### src/rtl/midi_pkg.sv
// rtl/midi_pkg.sv - shared types and constants for the MIDI voice allocator
package midi_pkg;

  // Wide enough for the saturating age of the largest (16-voice) configuration.
  localparam int AGE_W = 5;

  localparam logic NOTE_ON  = 1'b1;
  localparam logic NOTE_OFF = 1'b0;

  typedef enum logic [1:0] {
    IDLE,
    COLLECTING,
    TRANSMIT
  } burst_state_t;

  typedef struct packed {
    logic [7:0]       note;
    logic [7:0]       velocity;
    logic [3:0]       channel;
    logic             active;
    logic [AGE_W-1:0] age;
  } voice_t;

endpackage

### src/rtl/midi_slot_select.sv
// rtl/midi_slot_select.sv - combinational slot match, first-free and oldest-slot search
module midi_slot_select
  import midi_pkg::*;
#(
  parameter int NUM_VOICES = 5
) (
  input  logic [NUM_VOICES-1:0][7:0]       slot_note_i,
  input  logic [NUM_VOICES-1:0][3:0]       slot_chan_i,
  input  logic [NUM_VOICES-1:0]            slot_active_i,
  input  logic [NUM_VOICES-1:0][AGE_W-1:0] slot_age_i,
  input  logic [7:0]                       note_i,
  input  logic [3:0]                       chan_i,
  output logic [NUM_VOICES-1:0]            match_o,
  output logic [$clog2(NUM_VOICES)-1:0]    free_idx_o,
  output logic                             free_valid_o,
  output logic [$clog2(NUM_VOICES)-1:0]    oldest_idx_o
);

  localparam int IDX_W = $clog2(NUM_VOICES);

  logic             free_found;
  logic             old_found;
  logic [AGE_W-1:0] best_age;

  // Strict '>' keeps the lowest index when ages tie.
  always_comb begin
    match_o      = '0;
    free_found   = 1'b0;
    free_idx_o   = '0;
    old_found    = 1'b0;
    best_age     = '0;
    oldest_idx_o = '0;
    for (int i = 0; i < NUM_VOICES; i++) begin
      match_o[i] = slot_active_i[i] && (slot_note_i[i] == note_i) && (slot_chan_i[i] == chan_i);
      if (!slot_active_i[i] && !free_found) begin
        free_found = 1'b1;
        free_idx_o = IDX_W'(i);
      end
      if (slot_active_i[i] && (!old_found || (slot_age_i[i] > best_age))) begin
        old_found    = 1'b1;
        best_age     = slot_age_i[i];
        oldest_idx_o = IDX_W'(i);
      end
    end
    free_valid_o = free_found;
  end

endmodule

### src/rtl/midi_voice_alloc.sv
// rtl/midi_voice_alloc.sv - polyphonic voice allocator with burst snapshot strobe
module midi_voice_alloc
  import midi_pkg::*;
#(
  parameter int          NUM_VOICES     = 5,
  parameter int          BURST_DURATION = 500_000,
  parameter logic [15:0] CHANNEL_MASK   = 16'hFFFF,
  parameter bit          STEAL_OLDEST   = 1'b1
) (
  input  logic                        clk_in,
  input  logic                        rst_in,
  input  logic [7:0]                  midi_velocity_in,
  input  logic [7:0]                  midi_received_note_in,
  input  logic [3:0]                  midi_channel_in,
  input  logic                        midi_status_in,
  input  logic                        midi_data_ready_in,
  input  logic                        all_notes_off_in,
  output logic [NUM_VOICES-1:0][15:0] burst_notes_out,
  output logic [NUM_VOICES-1:0][3:0]  voice_channel_out,
  output logic [NUM_VOICES-1:0]       note_on_out,
  output logic                        burst_refresh_out,
  output logic                        dropped_out
);

  localparam int               IDX_W    = $clog2(NUM_VOICES);
  localparam int               CYC_W    = $clog2(BURST_DURATION) + 1;
  localparam int               CNT_W    = $clog2(NUM_VOICES) + 1;
  localparam logic [AGE_W-1:0] AGE_SAT  = AGE_W'((1 << (IDX_W + 1)) - 1);
  localparam logic [CYC_W-1:0] CYC_LAST = CYC_W'(BURST_DURATION - 1);
  localparam logic [CNT_W-1:0] CNT_FULL = CNT_W'(NUM_VOICES);

  voice_t [NUM_VOICES-1:0] slots_q, slots_d;
  burst_state_t            state_q, state_d;
  logic [CYC_W-1:0]        cyc_q, cyc_d;
  logic [CNT_W-1:0]        cnt_q, cnt_d;
  logic                    dropped_q, dropped_d;

  logic [NUM_VOICES-1:0][7:0]       slot_note;
  logic [NUM_VOICES-1:0][3:0]       slot_chan;
  logic [NUM_VOICES-1:0]            slot_active;
  logic [NUM_VOICES-1:0][AGE_W-1:0] slot_age;
  logic [NUM_VOICES-1:0]            match;
  logic [IDX_W-1:0]                 free_idx, oldest_idx, target;
  logic                             free_valid, accept, is_off;

  always_comb begin
    for (int i = 0; i < NUM_VOICES; i++) begin
      slot_note[i]   = slots_q[i].note;
      slot_chan[i]   = slots_q[i].channel;
      slot_active[i] = slots_q[i].active;
      slot_age[i]    = slots_q[i].age;
    end
  end

  midi_slot_select #(.NUM_VOICES(NUM_VOICES)) u_select (
    .slot_note_i   (slot_note),
    .slot_chan_i   (slot_chan),
    .slot_active_i (slot_active),
    .slot_age_i    (slot_age),
    .note_i        (midi_received_note_in),
    .chan_i        (midi_channel_in),
    .match_o       (match),
    .free_idx_o    (free_idx),
    .free_valid_o  (free_valid),
    .oldest_idx_o  (oldest_idx)
  );

  assign accept = midi_data_ready_in && CHANNEL_MASK[midi_channel_in] && !all_notes_off_in;
  assign is_off = (midi_status_in == NOTE_OFF) || (midi_velocity_in == 8'd0);
  assign target = free_valid ? free_idx : oldest_idx;

  always_comb begin
    slots_d   = slots_q;
    dropped_d = 1'b0;
    if (all_notes_off_in) begin
      slots_d = '0;
    end else if (accept) begin
      if (is_off) begin
        for (int i = 0; i < NUM_VOICES; i++)
          if (match[i]) slots_d[i] = '0;
      end else if (|match) begin
        for (int i = 0; i < NUM_VOICES; i++)
          if (match[i]) slots_d[i].velocity = midi_velocity_in;
      end else if (free_valid || STEAL_OLDEST) begin
        for (int i = 0; i < NUM_VOICES; i++) begin
          if (IDX_W'(i) == target) begin
            slots_d[i] = '{note: midi_received_note_in, velocity: midi_velocity_in,
                           channel: midi_channel_in, active: 1'b1, age: '0};
          end else if (slots_q[i].active && (slots_q[i].age != AGE_SAT)) begin
            slots_d[i].age = slots_q[i].age + 1'b1;
          end
        end
      end else begin
        dropped_d = 1'b1;
      end
    end
  end

  always_ff @(posedge clk_in) begin
    if (!rst_in) begin
      state_q   <= IDLE;
      cyc_q     <= '0;
      cnt_q     <= '0;
      slots_q   <= '0;
      dropped_q <= 1'b0;
    end else begin
      state_q   <= state_d;
      cyc_q     <= cyc_d;
      cnt_q     <= cnt_d;
      slots_q   <= slots_d;
      dropped_q <= dropped_d;
    end
  end

  // The terminating count includes a strobe arriving in this very cycle.
  always_comb begin
    state_d = state_q;
    cyc_d   = cyc_q;
    cnt_d   = cnt_q;
    if (all_notes_off_in) begin
      state_d = TRANSMIT;
      cyc_d   = '0;
      cnt_d   = '0;
    end else begin
      case (state_q)
        IDLE: begin
          if (accept) begin
            state_d = COLLECTING;
            cnt_d   = CNT_W'(1);
            cyc_d   = '0;
          end
        end
        COLLECTING: begin
          cyc_d = cyc_q + 1'b1;
          cnt_d = cnt_q + CNT_W'(accept);
          if ((cyc_q == CYC_LAST) || (cnt_d == CNT_FULL)) begin
            state_d = TRANSMIT;
            cyc_d   = '0;
            cnt_d   = '0;
          end
        end
        TRANSMIT: begin
          state_d = accept ? COLLECTING : IDLE;
          cnt_d   = accept ? CNT_W'(1) : '0;
          cyc_d   = '0;
        end
        default: state_d = IDLE;
      endcase
    end
  end

  always_comb begin
    burst_refresh_out = (state_q == TRANSMIT);
    dropped_out       = dropped_q;
    for (int i = 0; i < NUM_VOICES; i++) begin
      burst_notes_out[i]   = {slots_q[i].note, slots_q[i].velocity};
      voice_channel_out[i] = slots_q[i].channel;
      note_on_out[i]       = slots_q[i].active;
    end
  end

endmodule
### config.mk
export PLATFORM = sky130hd
export DESIGN_NAME = midi_voice_alloc
export DESIGN_NICKNAME = d
export VERILOG_FILES = /design/src/rtl/midi_pkg.sv /design/src/rtl/midi_slot_select.sv /design/src/rtl/midi_voice_alloc.sv
export SDC_FILE = /design/constraint.sdc
export NUM_CORES = 1
export LEC_CHECK = 0
export CAP_MARGIN = 20
export CORE_MARGIN = 2
export CORE_UTILIZATION = 30
export CTS_BUF_LIST = sky130_fd_sc_hd__clkbuf_16
export CTS_CLUSTER_SIZE = 25
export DETAILED_ROUTE_END_ITERATION = 10
export GPL_TIMING_DRIVEN = 0
export PLACE_DENSITY_LB_ADDON = 0.15
export SYNTH_ARGS = -nofsm -noshare
export SYNTH_HDL_FRONTEND = slang
export SYNTH_SLANG_ARGS = --single-unit
### constraint.sdc
create_clock -name clk_in -period 6.5 [get_ports clk_in]
set_clock_uncertainty 0.15 [all_clocks]
set_input_delay 0.65 -clock clk_in [delete_from_list [all_inputs] [get_ports clk_in]]
set_output_delay 0.65 -clock clk_in [all_outputs]
set_load 0.05 [all_outputs]
Word level (Yosys, flattened, before mapping)
Memories as Yosys holds them, arrays and structs flattened.
Cells that the tools add are included.

word-level totals
  flip-flop bits (word level) = 156
  ROM bits = 16
  bits of input ports = 25
  output and inout port bits = 107
  logic and storage cells = 236
  memories kept = 1

memories
  name              words  width  read ports  clocked after memory_dff  write ports  RTL line                RTL
  (name not given)  16     1      1           0                         0            midi_voice_alloc.sv:68  assign accept = midi_data_ready_in && CHANNEL_MASK[midi_channel_in] && !all_notes_off_in;

operators by class
  add/subtract/negate cells = 7
  order comparisons = 5
  eq/ne operators = 38
  muxes and demuxes = 72
  bitwise logic cells = 2
  reduce and logical (&&, ||, !) cells = 82

operators with widths
  kind                     number
  $mux W130                1
  $mux W26                 5
  $mux W21                 5
  $mux W8                  11
  $mux W18                 4
  $mux W5                  14
  $pmux W20 S3             1
  $reduce_and A4 Y1        15
  $eq A8 B8 Y1             5
  $mux W20                 2
  $reduce_bool A3 Y1       11
  $ne A2 B2 Y1 const B     13
  $add A5 B1 Y5 const B    5
  $logic_and A1 B1 Y1      25
  $ne A5 B4 Y1 const B     5
  $add A20 B1 Y20 const B  1
  $eq A20 B19 Y1 const B   1
  $eq A4 B4 Y1             5
  $gt A5 B5 Y1             4
  $mux W1                  14
  $mux W2                  7
  $logic_not A1 Y1         12
  $pmux W4 S3              1
  $mux W10                 1
  21 further kinds         38

Logic depth before layout (Yosys ltp)
Gate-level depths: netlist of the first run.

  word-level depth = 22
  mapped depth = 31
  mapped depth without buffers = 27

By module
A second synthesis of the first run with hierarchy kept.

second synthesis, totals
  cells, all modules = 943
  area, all modules = 8,434.3 um^2

by module, submodules not included
  module            instances  cells each  area an instance (um^2)  sequential area each (um^2)
  midi_voice_alloc  1          728         6,826.5                  3,123.0
  midi_slot_select  1          215         1,607.8                  0.0

Least setup slack after synthesis of the first run
No wires, ideal clock.

  path type = register to register
  start = reg slots_q, in the netlist note_on_out[0]
  end = reg slots_q, in the netlist slot_age[16]
  library setup time = 123 ps
  data arrival time = 6,566 ps
  required time = 6,227 ps
  path slack = -339 ps
  stages on the path, launching flop included = 30
  buffers on the path = 4
  period minus slack after synthesis = 6,839 ps
  cells stage by stage = dfxtp_1 clkbuf_1 clkbuf_1 nand2_1 ha_1 a21oi_1 a21boi_0 o221a_2 o21ai_0 inv_1 ha_1 nand4_1 o221ai_1 o221a_2 buf_2 mux2i_1 ha_1 o211ai_1 a21oi_1 o211ai_1 mux2_2 ha_1 nand4_1 o21ai_0 o211a_1 nand2_1 o31ai_4 a31oi_4 buf_6 o2bb2ai_1

between the ends
  cells in the longest elaborated chain, start to end = 22
  elaborated cells on any way between the ends = 55
  those cells by class = 4 x order compare; 2 x eq/ne; 25 x mux; 24 x reduce/logical

ends and longest elaborated chain
  item                                              RTL line                 RTL
  start, declared                                   midi_voice_alloc.sv:32   voice_t [NUM_VOICES-1:0] slots_q, slots_d;
  start signal, assigned                            midi_voice_alloc.sv:110  slots_q <= slots_d;
  $mux W5 or $mux W1 (tied branches)                midi_slot_select.sv:39   if (slot_active_i[i] && (!old_found || (slot_age_i[i] > best_age))) begin
  $gt A5 B5 Y1 or $logic_not A1 Y1 (tied branches)  midi_slot_select.sv:39
  $logic_or A1 B1 Y1                                midi_slot_select.sv:39
  $logic_and A1 B1 Y1                               midi_slot_select.sv:39
  $mux W5 or $mux W1 (tied branches)                midi_slot_select.sv:39
  $gt A5 B5 Y1 or $logic_not A1 Y1 (tied branches)  midi_slot_select.sv:39
  $logic_or A1 B1 Y1                                midi_slot_select.sv:39
  $logic_and A1 B1 Y1                               midi_slot_select.sv:39
  [6 not listed]                                    --
  $logic_or A1 B1 Y1                                midi_slot_select.sv:39
  $logic_and A1 B1 Y1                               midi_slot_select.sv:39
  $mux W3                                           midi_slot_select.sv:39
  $mux W3                                           midi_voice_alloc.sv:70   assign target = free_valid ? free_idx : oldest_idx;
  $eq A2 B3 Y1                                      midi_voice_alloc.sv:86   if (IDX_W'(i) == target) begin
  $mux W5                                           midi_voice_alloc.sv:86
  $mux W18                                          midi_voice_alloc.sv:81   end else if (|match) begin
  $mux W130                                         midi_voice_alloc.sv:78   if (is_off) begin

Parallel ways exist; a longest one is shown, timed or not. The select of a mux whose other input is x is not followed.
A chain may end at the register's enable or synchronous reset.

Worst setup path in the final report of the first run
  start = reg slots_q, in the netlist note_on_out[0]
  end = reg slots_q, in the netlist burst_notes_out[12]

between the ends
  cells in the longest elaborated chain, start to end = 21
  elaborated cells on any way between the ends = 53
  those cells by class = 4 x order compare; 2 x eq/ne; 22 x mux; 25 x reduce/logical

ends and longest elaborated chain
  item                                              RTL line
  $mux W5 or $mux W1 (tied branches)                midi_slot_select.sv:39
  $gt A5 B5 Y1 or $logic_not A1 Y1 (tied branches)  midi_slot_select.sv:39
  $logic_or A1 B1 Y1                                midi_slot_select.sv:39
  $logic_and A1 B1 Y1                               midi_slot_select.sv:39
  $mux W5 or $mux W1 (tied branches)                midi_slot_select.sv:39
  $gt A5 B5 Y1 or $logic_not A1 Y1 (tied branches)  midi_slot_select.sv:39
  $logic_or A1 B1 Y1                                midi_slot_select.sv:39
  $logic_and A1 B1 Y1                               midi_slot_select.sv:39
  [5 not listed]                                    --
  $gt A5 B5 Y1 or $logic_not A1 Y1 (tied branches)  midi_slot_select.sv:39
  $logic_or A1 B1 Y1                                midi_slot_select.sv:39
  $logic_and A1 B1 Y1                               midi_slot_select.sv:39
  $mux W3                                           midi_slot_select.sv:39
  $mux W3                                           midi_voice_alloc.sv:70
  $logic_not A3 Y1                                  midi_voice_alloc.sv:86
  $reduce_bool A2 Y1 (no line)                      --
  $reduce_and A4 Y1 (no line) (*)                   --

Mark *: on every way between the ends. The rest lies on a longest branch, timed or not.

==> parameters.txt, run 1 <==
Parameter                              Value

Place
  DPL Wire Length    20240 um
  Placed Instance Area    10090 sq um
  Final weighted congestion of routability-driven global placement    0.8991
  Count of buffers from port buffering    117

Cells and area
  Final Cell Area    11220 sq um
  # fillers    2771
  Fraction of final layout cells sized beyond drive strength 1    13.00%
  Final net count    1166
  Synthesis-to-finish area growth    32.93%
  Total inserted antenna cells    0

CTS
  CTS tree    done
  Master cell of the clock root buffer    clkbuf_16
  # clock sinks    156
  Latest clock arrival within the worst-skew pair    440 ps
  Number of H-tree levels    4
  Hold_buf cts    0
  Clock-pin slew on the worst setup and hold paths    70 ps
  CTS buffer count    17
  Number of buffers on the longest clock path    2

STA
  Maximum clock frequency    0.1600 GHz
  Minimum clock period after layout    6250 ps
  Post-route fraction of the period consumed by the critical path    96.15%
  Normalized max-slew margin    26.78%
  Final setup violation count    0
  Final Slew Violations    0
  Final number of hold-violating endpoints    0
  Transition at the pin with the smallest max-transition slack    1088 ps

Floorplanning
  Width of the chip    171.7 um
  CORE AREA    27710 sq um
  I/O pin count    132
  Initial Util    30.46%
  Die height    171.7 um
  Standard-cell rows    61
  Die ar.    29490 sq um

Flow run
  Max-cap violation count    0

Global route
  Total congestion overflow after global routing    0
  Via count of the first global-routing pass    7258
  GRT Total Usage    19.05%
  Maximum number of pins on one net before global-route repair    17
  Global-route wire length before repair    42410 um
  Initial antenna violation count    0

Setup path
  Worst setup path class    flop to flop
  Category of the worst setup path launch point    flop
  Worst path arrival time    6470 ps
  Maximum net fanout on the critical path    8
  Critical Path Sink Type    flop
  CP Data Required Time    6720 ps

Min path
  Path type of the worst min-delay path    flop to flop

Route
  Final WL    27890 um
  Avg WL per Cell    18.68 um
  Violation count after the first detailed-routing iteration    389
  Vias per cell    4.961
  Routed Antenna Nets    0
  First-pass DRT Iterations    4
  Routed vias    7407
  Final routed DRC violation total    0

Logic synthesis
  Fraction of post-synthesis cell area in the top cell type by area    37.01%
  Count of distinct cell types in the synthesized netlist    72
  Per-instance average area after synthesis    8.940 sq um
  Flop and latch count out of synthesis    156
  Fraction of synthesis flops using an asynchronous set or reset pin    0%
  Synthesized net count    1007
  Fraction of the yosys area taken by sequential cells    37.01%
  Synth Cell Area    8439 sq um
  Instance count of the mapped netlist    944
  Dominant register cell in the synthesized netlist    dfxtp_1
  Cell accounting for the most synthesized area    dfxtp_1
  Syn. warnings    0
  Count of flip-flops with a built-in enable after synthesis    0
  Synth top area cells    dfxtp_1 37%, mux2i_1 11%, xnor2_1 7.1%

Status
  Status    finished, final reports clean

Pwr
  Power per cell area    192.9 nW/um^2
  Leakage power summed over all cells    0.004274 uW
  Peak supply drop    124.8 uV
  Design Power    2164 uW
-- final cells by class --
cell class | count | area (sq um) | area share (%)
Multi-Input combinational cell | 696 | 5157 | 45.97
Sequential cell | 156 | 3128 | 27.88
Timing Repair Buffer | 143 | 1406 | 12.54
Tap cell | 378 | 473.0 | 4.216
Clock buffer | 17 | 425.4 | 3.792
Buffer | 51 | 325.3 | 2.900
Clock inverter | 14 | 160.2 | 1.428
Inverter | 38 | 142.6 | 1.271
-- synthesized netlist by cell type, types with 8 or more instances --
| library cell | n |
|---|---|
| xnor2_1 | 68 |
| nand4_1 | 34 |
| or3_1 | 10 |
| ha_1 | 38 |
| nor2_1 | 43 |
| mux2i_1 | 92 |
| a21oi_1 | 44 |
| buf_4 | 12 |
| xor2_1 | 12 |
| clkbuf_1 | 26 |
| nor3_1 | 8 |
| o21ai_0 | 40 |
| nand3_1 | 32 |
| nand2_1 | 146 |
| inv_1 | 38 |
| dfxtp_1 | 156 |
-- cells by family after synthesis --
kind of cell,Yosys count,synth area share [%]
xor+xnor,80,8.302
flops,156,37.01
compound gates,156,13.27
mux,98,11.71
fa+ha+maj,38,5.634
simple gates,323,18.67
buf+inv,92,5.367
other cells,1,0.04443
-- per-stage QoR --
stage / setup WS, ps / instances / hold slack (ps) / setup TNS (ps) / util (%)
after floorplan: 11.19 / 944 / 308.5 / 0 / -
after global routing: -52.58 / 1493 / 337.0 / -1147 / 40.49
after global placement: -1048 / 1439 / 294.9 / -110070 / 36.42
final: 250.4 / 1493 / 311.8 / 0 / 40.49
after detailed placement: -1141 / 1440 / 302.4 / -118720 / 36.43
after CTS: 0.5942 / 1481 / 315.6 / 0 / 39.21
-- flip-flops by register name, summed over array words and instances, names as in the netlist --
signal and count:
cyc_q 20, voice_channel_out 20, state_q 2, slot_age 25, note_on_out 5, cnt_q 4, burst_notes_out 80
-- power breakdown --
part	leakage (uW)	switching, uW	total (uW)	internal [uW]
clock network	0.000274	469	1040	574
logic	0.00274	106	160	53.7
registers	0.00126	3.86	962	958
total	0.00427	579	2160	1590
-- final timing paths --
kind | startpoint | end | depth (start not counted) | slack [ps]
worst min-delay path | burst_notes_out[67]$_SDFFE_PP0P_ | burst_notes_out[67]$_SDFFE_PP0P_ | 2 | 310
worst min register to register | burst_notes_out[67]$_SDFFE_PP0P_ | burst_notes_out[67]$_SDFFE_PP0P_ | 2 | 310
worst max register to register | note_on_out[0]$_SDFFE_PP0P_ | burst_notes_out[12]$_SDFFE_PP0P_ | 27 | 250
worst max-delay path | note_on_out[0]$_SDFFE_PP0P_ | burst_notes_out[12]$_SDFFE_PP0P_ | 27 | 250
-- layout by cell type, fill, tap and decap left out, types with 6 or more instances in the layout --
master           instances
nand4_1                 34
nor2_1                  43
clkbuf_16               18
xnor2_1                 68
o21ai_2                  7
dfxtp_1                154
mux2i_1                 88
nand2_1                142
or3_1                   10
buf_4                   31
buf_6                    8
ha_1                    30
xor2_1                  12
o21ai_0                 33
and3_1                   7
or4_1                    7
nor4_1                   6
clkbuf_1                22
nand3_1                 32
inv_1                   37
clkdlybuf4s50_1        117
nor3_1                   8
a21oi_1                 42
ha_4                     8
-- metal layers --
layer / vias up / GRT usage, % / part of all wire (%)
met5: - / 0 / 0
met4: 0 / 7.038 / 2.7
met3: 40 / 3.958 / 5.0
met2: 186 / 30.68 / 46
met1: 3520 / 25.06 / 46
li1: 3661 / - / -
-- worst max-delay path, cell delays in order, from the launching register on --
cell and delay [ps]:
dfxtp_4 430, clkbuf_2 200, buf_4 210, nor2b_1 190, o21ai_2 90, o221a_4 310
o21ai_2 190, inv_1 60, ha_1 290, nand4_1 150, o221ai_2 200, o221a_4 320
mux2i_2 300, ha_1 280, and3_1 170, nand4_1 100, o211ai_1 110, buf_4 210
mux2_4 310, ha_4 270, nor2b_2 110, o211ai_1 80, a21o_1 220, and2_4 190
a41o_4 310, a31oi_4 320, clkbuf_16 220, mux2i_1 180
-- timing repair --
item                                    4_1_cts  5_1_grt
endpoints found under the setup margin      130      130
pin swaps                                     9       18
cloned                                        1        1
setup buffers                                11       12
resized for setup                            28       45
(Power assumes the default switching activity.)
==> run 2, diff against run 1 <==
--- a/config.mk
+++ b/config.mk
@@ -5,6 +5,7 @@
 export SDC_FILE = /design/constraint.sdc
 export NUM_CORES = 1
 export LEC_CHECK = 0
+export ABC_AREA = 0
 export CAP_MARGIN = 20
 export CORE_MARGIN = 2
 export CORE_UTILIZATION = 30
@@ -13,6 +14,7 @@
 export DETAILED_ROUTE_END_ITERATION = 10
 export GPL_TIMING_DRIVEN = 0
 export PLACE_DENSITY_LB_ADDON = 0.15
+export SKIP_CTS_REPAIR_TIMING = 1
 export SYNTH_ARGS = -nofsm -noshare
 export SYNTH_HDL_FRONTEND = slang
 export SYNTH_SLANG_ARGS = --single-unit
==> run 2 against run 1 <==
Sequential share of layout area shrank 0.48 points. Combinational power about the same. Final cell count grew 0.60%. Die area did not move. Routed wire length rose by 0.69%. Utilization grew 0.70 points. Worst hold slack about the same. Register-to-register slack lost 180 ps. Sequential cell count did not move. Critical endpoint is now burst_notes_out[26]$_SDFFE_PP0P_. Highest routed layer unchanged.
==> parameters.txt, run 2 (synthesis gave the netlist of run 1 again) <==
Parameter                              Value

Status
  Status    finished, final reports clean

Floorplanning
  Die ar.    29490 sq um (unchanged)
  I/O pin count    132 (unchanged)
  CORE AREA    27710 sq um (unchanged)
  Die height    171.7 um (unchanged)
  Width of the chip    171.7 um (unchanged)
  Standard-cell rows    61 (unchanged)
  Initial Util    30.46% (unchanged)

Pwr
  Peak supply drop    123.2 uV (-1.2%)
  Proportion of power drawn by combinational gates    7.4% (about the same)
  Sequential group share of total power    44.3% (about the same)
  Switching fraction of total power    26.89% (+0.14 points)
  Power per cell area    190.2 nW/um^2 (-1.4%)
  Clock network power share    48.3% (about the same)
  Switch Pwr    583.5 uW (+0.81%)
  Leakage power summed over all cells    0.004345 uW (+1.7%)
  Internal Pwr Total    1587 uW (about the same)

Setup path
  Flop-to-flop setup slack    70 ps (-180 ps)
  End of the worst register-to-register path    burst_notes_out[26]$_SDFFE_PP0P_
  CP Data Required Time    6660 ps (-60 ps)
  Worst setup path class    flop to flop
  Reg2reg path depth    30 (+11%)
  Slowest stage delay, CP    400 ps (-30 ps)
  Category of the worst setup path launch point    flop
  Cell with the largest stage delay on the worst path    dfxtp_4
  Critical Path Sink Type    flop
  Worst path arrival time    6590 ps (+120 ps)
  Buffers & Inverters on Critical Path    5 (unchanged)
  Worst reg2reg path startpoint    note_on_out[0]$_SDFFE_PP0P_
  Kind of cell with the highest combined delay on the critical path    compound AO/OA/AOI/OAI gates
  Maximum net fanout on the critical path    8 (unchanged)
  Most frequent CP cell    ha_4

STA
  Normalized max-slew margin    25.90% (-0.88 points)
  Minimum hold slack    311.8 ps (-0.01100 ps)
  Minimum clock period after layout    6429 ps (+179.5 ps)
  Final number of hold-violating endpoints    0 (unchanged)
  Transition at the pin with the smallest max-transition slack    1101 ps (+13.09 ps)
  Setup Total Neg Slack    0 ps (unchanged)
  Final Slew Violations    0 (unchanged)
  Worst path setup slack after routing    70.91 ps (-179.5 ps)
  Setup repair after global routing missed its margin    yes
  Final setup violation count    0 (unchanged)
  Post-route fraction of the period consumed by the critical path    98.91% (+2.8 points)
  Maximum clock frequency    0.1555 GHz (-2.8%)

Place
  Final weighted congestion of routability-driven global placement    0.8991 (unchanged)
  Placed Instance Area    10090 sq um (unchanged)
  DPL Wire Length    20240 um (unchanged)
  Placed instance count    1440 (unchanged)
  Count of buffers from port buffering    117 (unchanged)
  Setup WS pre-CTS    -1141 ps (unchanged)

Cells and area
  Cell Count, Final, Fillers Out    1502 (+0.60%)
  Largest register FFs    80 (unchanged)
  Final Cell Area    11410 sq um (+1.7%)
  Final net count    1175 (+0.77%)
  Most common cell after layout, fill and taps aside    dfxtp_1
  Most frequent cells in the layout    155 x dfxtp_1, 138 x nand2_1, 117 x clkdlybuf4s50_1, 88 x mux2i_1, 68 x xnor2_1
  Total inserted antenna cells    0 (unchanged)
  Synthesis-to-finish area growth    35.23%
  Fraction of final layout cells sized beyond drive strength 1    14.50% (+1.5 points)

Flow run
  Max-cap violation count    0 (unchanged)

CTS
  CTS buffer count    17 (unchanged)
  Latest clock arrival within the worst-skew pair    430 ps (about the same)
  CTS tree    done
  Master cell of the clock root buffer    clkbuf_16
  # clock sinks    156 (unchanged)
  Number of H-tree levels    4 (unchanged)
  Clock-pin slew on the worst setup and hold paths    70 ps (about the same)
  Number of buffers on the longest clock path    2 (unchanged)

Route
  Routed vias    7487 (+1.1%)
  Final WL    28080 um (+0.69%)
  Final routed DRC violation total    0 (unchanged)
  First-pass DRT Iterations    5 (+1)
  Avg WL per Cell    18.69 um (about the same)
  Vias per cell    4.985 (+0.47%)
  Violation count after the first detailed-routing iteration    370 (-4.9%)
  Routed Antenna Nets    0 (unchanged)

Min path
  Worst hold endpoint    burst_notes_out[67]$_SDFFE_PP0P_
  Path type of the worst min-delay path    flop to flop
  Start point of the worst min-delay path    burst_notes_out[67]$_SDFFE_PP0P_
  Worst hold path stage count    2 (unchanged)

Global route
  GRT Total Usage    18.80% (-0.25 points)
  Initial antenna violation count    0 (unchanged)
  Via count of the first global-routing pass    7194 (-0.88%)
  Global-route wire length before repair    41960 um (-1.1%)
  Total congestion overflow after global routing    0 (unchanged)
  Maximum number of pins on one net before global-route repair    17 (unchanged)
-- run 2: how the worst max path moves through the flow --
stage | slack, ps | end | startpoint | cells after the start
5_1_grt | -220 | burst_notes_out[26]$_SDFFE_PP0P_ | note_on_out[0]$_SDFFE_PP0P_ | 30
2_1_floorplan | 10 | slot_age[16]$_SDFFE_PP0P_ | note_on_out[0]$_SDFFE_PP0P_ | 29
3_5_place_dp | -1140 | burst_notes_out[26]$_SDFFE_PP0P_ | note_on_out[0]$_SDFFE_PP0P_ | 29
3_3_place_gp | -1050 | slot_age[9]$_SDFFE_PP0P_ | note_on_out[0]$_SDFFE_PP0P_ | 28
4_1_cts | -1180 | burst_notes_out[26]$_SDFFE_PP0P_ | note_on_out[0]$_SDFFE_PP0P_ | 29
6_report | 70 | burst_notes_out[26]$_SDFFE_PP0P_ | note_on_out[0]$_SDFFE_PP0P_ | 30
-- run 2: final cells by class --
type | count | area (sq um)
fill | 2760 | 16290
multi-input combinational | 696 | 5234
sequential | 156 | 3127
timing repair buffer | 151 | 1489
tap | 378 | 473.0
clock buffer | 17 | 425.4
buffer | 52 | 361.6
clock inverter | 14 | 160.2
inverter | 38 | 142.6
-- run 2: power groups by stage --
stage | registers, uW | clock network [uW] | logic [uW]
floorplan | 988 | 0 | 96.1
global placement | 984 | 0 | 155
detailed placement | 984 | 0 | 155
CTS | 961 | 1070 | 156
global route | 962 | 1100 | 173
finish | 962 | 1050 | 161
-- run 2: metrics by stage --
stage / total power [uW] / util, %
5_1_grt: 2236 / 41.19
2_1_floorplan: 1084 / -
4_1_cts: 2186 / 38.54
3_5_place_dp: 1139 / 36.43
6_report: 2170 / 41.19
3_3_place_gp: 1139 / 36.42
-- run 2: worst min-delay path: stages, from the launching register on --
cell and delay [ps]:
dfxtp_1 310, nand2_1 50, mux2i_1 50
-- run 2: metal layers --
metal | global-route usage (%) | share of wire (%)
met4 | 6.743 | 2.3
met3 | 3.820 | 4.5
met1 | 24.68 | 46
met2 | 30.50 | 47
met5 | 0 | 0
==> run 3, diff against run 2 <==
--- a/config.mk
+++ b/config.mk
@@ -17,4 +17,5 @@
 export SKIP_CTS_REPAIR_TIMING = 1
 export SYNTH_ARGS = -nofsm -noshare
 export SYNTH_HDL_FRONTEND = slang
+export SYNTH_HIERARCHICAL = 1
 export SYNTH_SLANG_ARGS = --single-unit
==> run 3 against run 2 <==
The run now ends with setup timing left. Fmax is 7.8% lower. Final cell count is 1.7% higher. Clock-buffer cell count stayed put. Via count is 0.52% lower. Global-route usage hardly changed. Power is 1.8% higher. Routed wire length is 1.3% higher. Worst setup slack worse by 540 ps. Register-to-register slack worse by 540 ps. Critical path depth is 1 higher. Highest routed layer unchanged.
==> parameters.txt, run 3 <==
Parameter                              Value

Status
  Status    finished, violations left
  Violated checks    setup timing

Logic synthesis
  Synthesized net count    1006 (-0.099%)
  Count of distinct cell types in the synthesized netlist    71 (-1.4%)
  Fraction of the yosys area taken by sequential cells    37.03% (about the same)
  Syn. warnings    6 (+6)
  Cell accounting for the most synthesized area    dfxtp_1
  Per-instance average area after synthesis    8.944 sq um (about the same)
  Synth top area cells    dfxtp_1 37%, mux2i_1 11%, nand2_1 5.9%
  Count of flip-flops with a built-in enable after synthesis    0 (unchanged)
  Synth Cell Area    8434 sq um (about the same)
  Dominant register cell in the synthesized netlist    dfxtp_1
  Most frequently used cell type in the post-synthesis netlist    dfxtp_1
  Most common library cells after synthesis    156 x dfxtp_1, 133 x nand2_1, 90 x mux2i_1
  Flop and latch count out of synthesis    156 (unchanged)
  Instance count of the mapped netlist    943 (-0.11%)
  Fraction of post-synthesis cell area in the top cell type by area    37.03% (about the same)
  Fraction of synthesis flops using an asynchronous set or reset pin    0% (unchanged)

Global route
  Initial antenna violation count    1 (+1)
  GRT Total Usage    18.84% (+0.038 points)
  Via count of the first global-routing pass    7360 (+2.3%)
  Total congestion overflow after global routing    0 (unchanged)
  Maximum number of pins on one net before global-route repair    20 (+3)
  Global-route wire length before repair    42200 um (+0.58%)

Setup path
  Maximum net fanout on the critical path    7 (-1)
  Critical Path Sink Type    flop
  End of the worst register-to-register path    slot_age[5]$_SDFFE_PP0P_
  Worst reg2reg path startpoint    note_on_out[0]$_SDFFE_PP0P_
  Worst setup path class    flop to flop
  Slowest stage delay, CP    550 ps (+150 ps)
  Reg2reg path depth    31 (+3.3%)
  Cell with the largest stage delay on the worst path    or4_4
  Worst path arrival time    7190 ps (+600 ps)
  Flop-to-flop setup slack    -470 ps (-540 ps)
  Most frequent CP cell    ha_4
  Category of the worst setup path launch point    flop
  CP Data Required Time    6720 ps (+60 ps)

CTS
  # clock sinks    156 (unchanged)
  Clock-pin slew on the worst setup and hold paths    70 ps (about the same)
  CTS tree    done
  Latest clock arrival within the worst-skew pair    440 ps (about the same)
  CTS buffer count    17 (unchanged)
  Number of buffers on the longest clock path    2 (unchanged)
  Number of H-tree levels    4 (unchanged)
  Master cell of the clock root buffer    clkbuf_16

Place
  Count of buffers from port buffering    130 (+11%)
  DPL Wire Length    20430 um (+0.93%)
  Final weighted congestion of routability-driven global placement    0.8228 (-8.5%)

Route
  Avg WL per Cell    18.64 um (-0.31%)
  First-pass DRT Iterations    5 (unchanged)
  Routed vias    7448 (-0.52%)
  Final routed DRC violation total    0 (unchanged)
  Violation count after the first detailed-routing iteration    436 (+18%)
  Final WL    28460 um (+1.3%)
  Vias per cell    4.878 (-2.1%)
  Routed Antenna Nets    0 (unchanged)

STA
  Transition at the pin with the smallest max-transition slack    1111 ps (+9.848 ps)
  Minimum clock period after layout    6970 ps (+540.7 ps)
  Final number of hold-violating endpoints    0 (unchanged)
  Setup Total Neg Slack    -44590 ps (-44590 ps)
  Normalized max-slew margin    25.14% (-0.76 points)
  Setup repair after global routing missed its margin    yes
  Worst path setup slack after routing    -469.8 ps (-540.7 ps)
  Minimum hold slack    307.7 ps (-4.070 ps)
  Final setup violation count    128 (+128)
  Maximum clock frequency    0.1435 GHz (-7.8%)
  Post-route fraction of the period consumed by the critical path    107.2% (+8.3 points)
  Final Slew Violations    0 (unchanged)

Cells and area
  Most common cell after layout, fill and taps aside    dfxtp_1
  Final net count    1197 (+1.9%)
  Fraction of final layout cells sized beyond drive strength 1    18.74% (+4.2 points)
  Most frequent cells in the layout    154 x dfxtp_1, 130 x clkdlybuf4s50_1, 127 x nand2_1, 83 x mux2i_1, 45 x nor2_1
  Largest register FFs    80 (unchanged)
  Synthesis-to-finish area growth    43.45%

Floorplanning
  I/O pin count    132 (unchanged)
  Die height    171.7 um (about the same)
  Initial Util    30.44% (about the same)
  CORE AREA    27710 sq um (unchanged)
  Width of the chip    171.7 um (about the same)
  Standard-cell rows    61 (unchanged)
  Die ar.    29470 sq um (about the same)

Pwr
  Peak supply drop    174.1 uV (+41%)
  Power per cell area    182.6 nW/um^2 (-4.0%)
  Leakage power summed over all cells    0.004523 uW (+4.1%)

Min path
  Path type of the worst min-delay path    flop to flop
  Start point of the worst min-delay path    burst_notes_out[38]$_SDFFE_PP0P_
  Worst hold path stage count    2 (unchanged)
  Worst hold endpoint    burst_notes_out[38]$_SDFFE_PP0P_

Flow run
  Max-cap violation count    0 (unchanged)
[run 3: kinds of logic (layout without fill, tap and decap cells)]
family,after synthesis,in the layout,share of synthesized area (%)
AND/OR/NAND/NOR,360,360,21.17
flip-flops,156,156,37.03
AO/OA/AOI/OAI,131,131,12.03
multiplexers,96,96,11.48
buffers and inverters,81,285,4.302
XOR/XNOR,80,80,8.307
adder cells (fa/ha/maj),38,38,5.637
other,1,3,0.04446
[run 3: worst max-delay path: cells and delay by family (launching register included)]
family / cells / cell delay [ps]
buffers and inverters: 5 / 740
multiplexers: 3 / 680
flip-flops: 1 / 400
AND/OR/NAND/NOR: 9 / 1800
adder cells (fa/ha/maj): 4 / 1010
AO/OA/AOI/OAI: 10 / 2110
[run 3: final cells by class]
| type | count | area, sq um |
|---|---|---|
| buffer | 51 | 324.1 |
| clock inverter | 15 | 200.2 |
| tap | 378 | 473.0 |
| sequential | 156 | 3128 |
| fill | 2697 | 15610 |
| clock buffer | 17 | 425.4 |
| antenna | 2 | 5.005 |
| inverter | 30 | 112.6 |
| timing repair buffer | 172 | 1710 |
| multi-input combinational | 706 | 5720 |
[run 3: report_power, final]
| part | total, uW | internal, uW | leakage, uW | switching (uW) |
|---|---|---|---|---|
| registers | 966 | 960 | 0.00126 | 6.02 |
| clock network | 1030 | 527 | 0.000298 | 505 |
| logic | 211 | 78.2 | 0.00297 | 133 |
| total | 2210 | 1570 | 0.00452 | 644 |
[run 3: through the flow]
step                      instances  utilization, %  cell area (sq um)  worst slack [ps]  total power [uW]
after CTS                      1485           39.90              11050             -1039              2211
after detailed placement       1453           37.64              10430            -995.2              1176
after floorplan                 943               -               8643            -87.27              1107
after global routing           1526           43.66              12100            -683.0              2287
after global placement         1451           37.60              10420            -997.0              1177
final                          1527           43.67              12100            -469.8              2209
[run 3: worst max path at each step]
stage / startpoint / cells past startpoint / slack [ps] / endpoint
2_1_floorplan: note_on_out[0]$_SDFFE_PP0P_ / 31 / -90 / slot_age[4]$_SDFFE_PP0P_
4_1_cts: note_on_out[0]$_SDFFE_PP0P_ / 34 / -1040 / voice_channel_out[9]$_SDFFE_PP0P_
3_5_place_dp: note_on_out[0]$_SDFFE_PP0P_ / 32 / -1000 / burst_notes_out[44]$_SDFFE_PP0P_
3_3_place_gp: note_on_out[0]$_SDFFE_PP0P_ / 33 / -1000 / voice_channel_out[9]$_SDFFE_PP0P_
5_1_grt: note_on_out[0]$_SDFFE_PP0P_ / 34 / -680 / burst_notes_out[51]$_SDFFE_PP0P_
6_report: note_on_out[0]$_SDFFE_PP0P_ / 31 / -470 / slot_age[5]$_SDFFE_PP0P_
[run 3: per-layer routing]
metal | share of wire, % | vias to the layer above | GRT usage (%)
met5 | 0 | - | 0
met4 | 1.6 | 0 | 6.043
met3 | 2.6 | 24 | 3.129
met2 | 50 | 107 | 31.17
met1 | 46 | 3601 | 24.95
li1 | - | 3716 | -
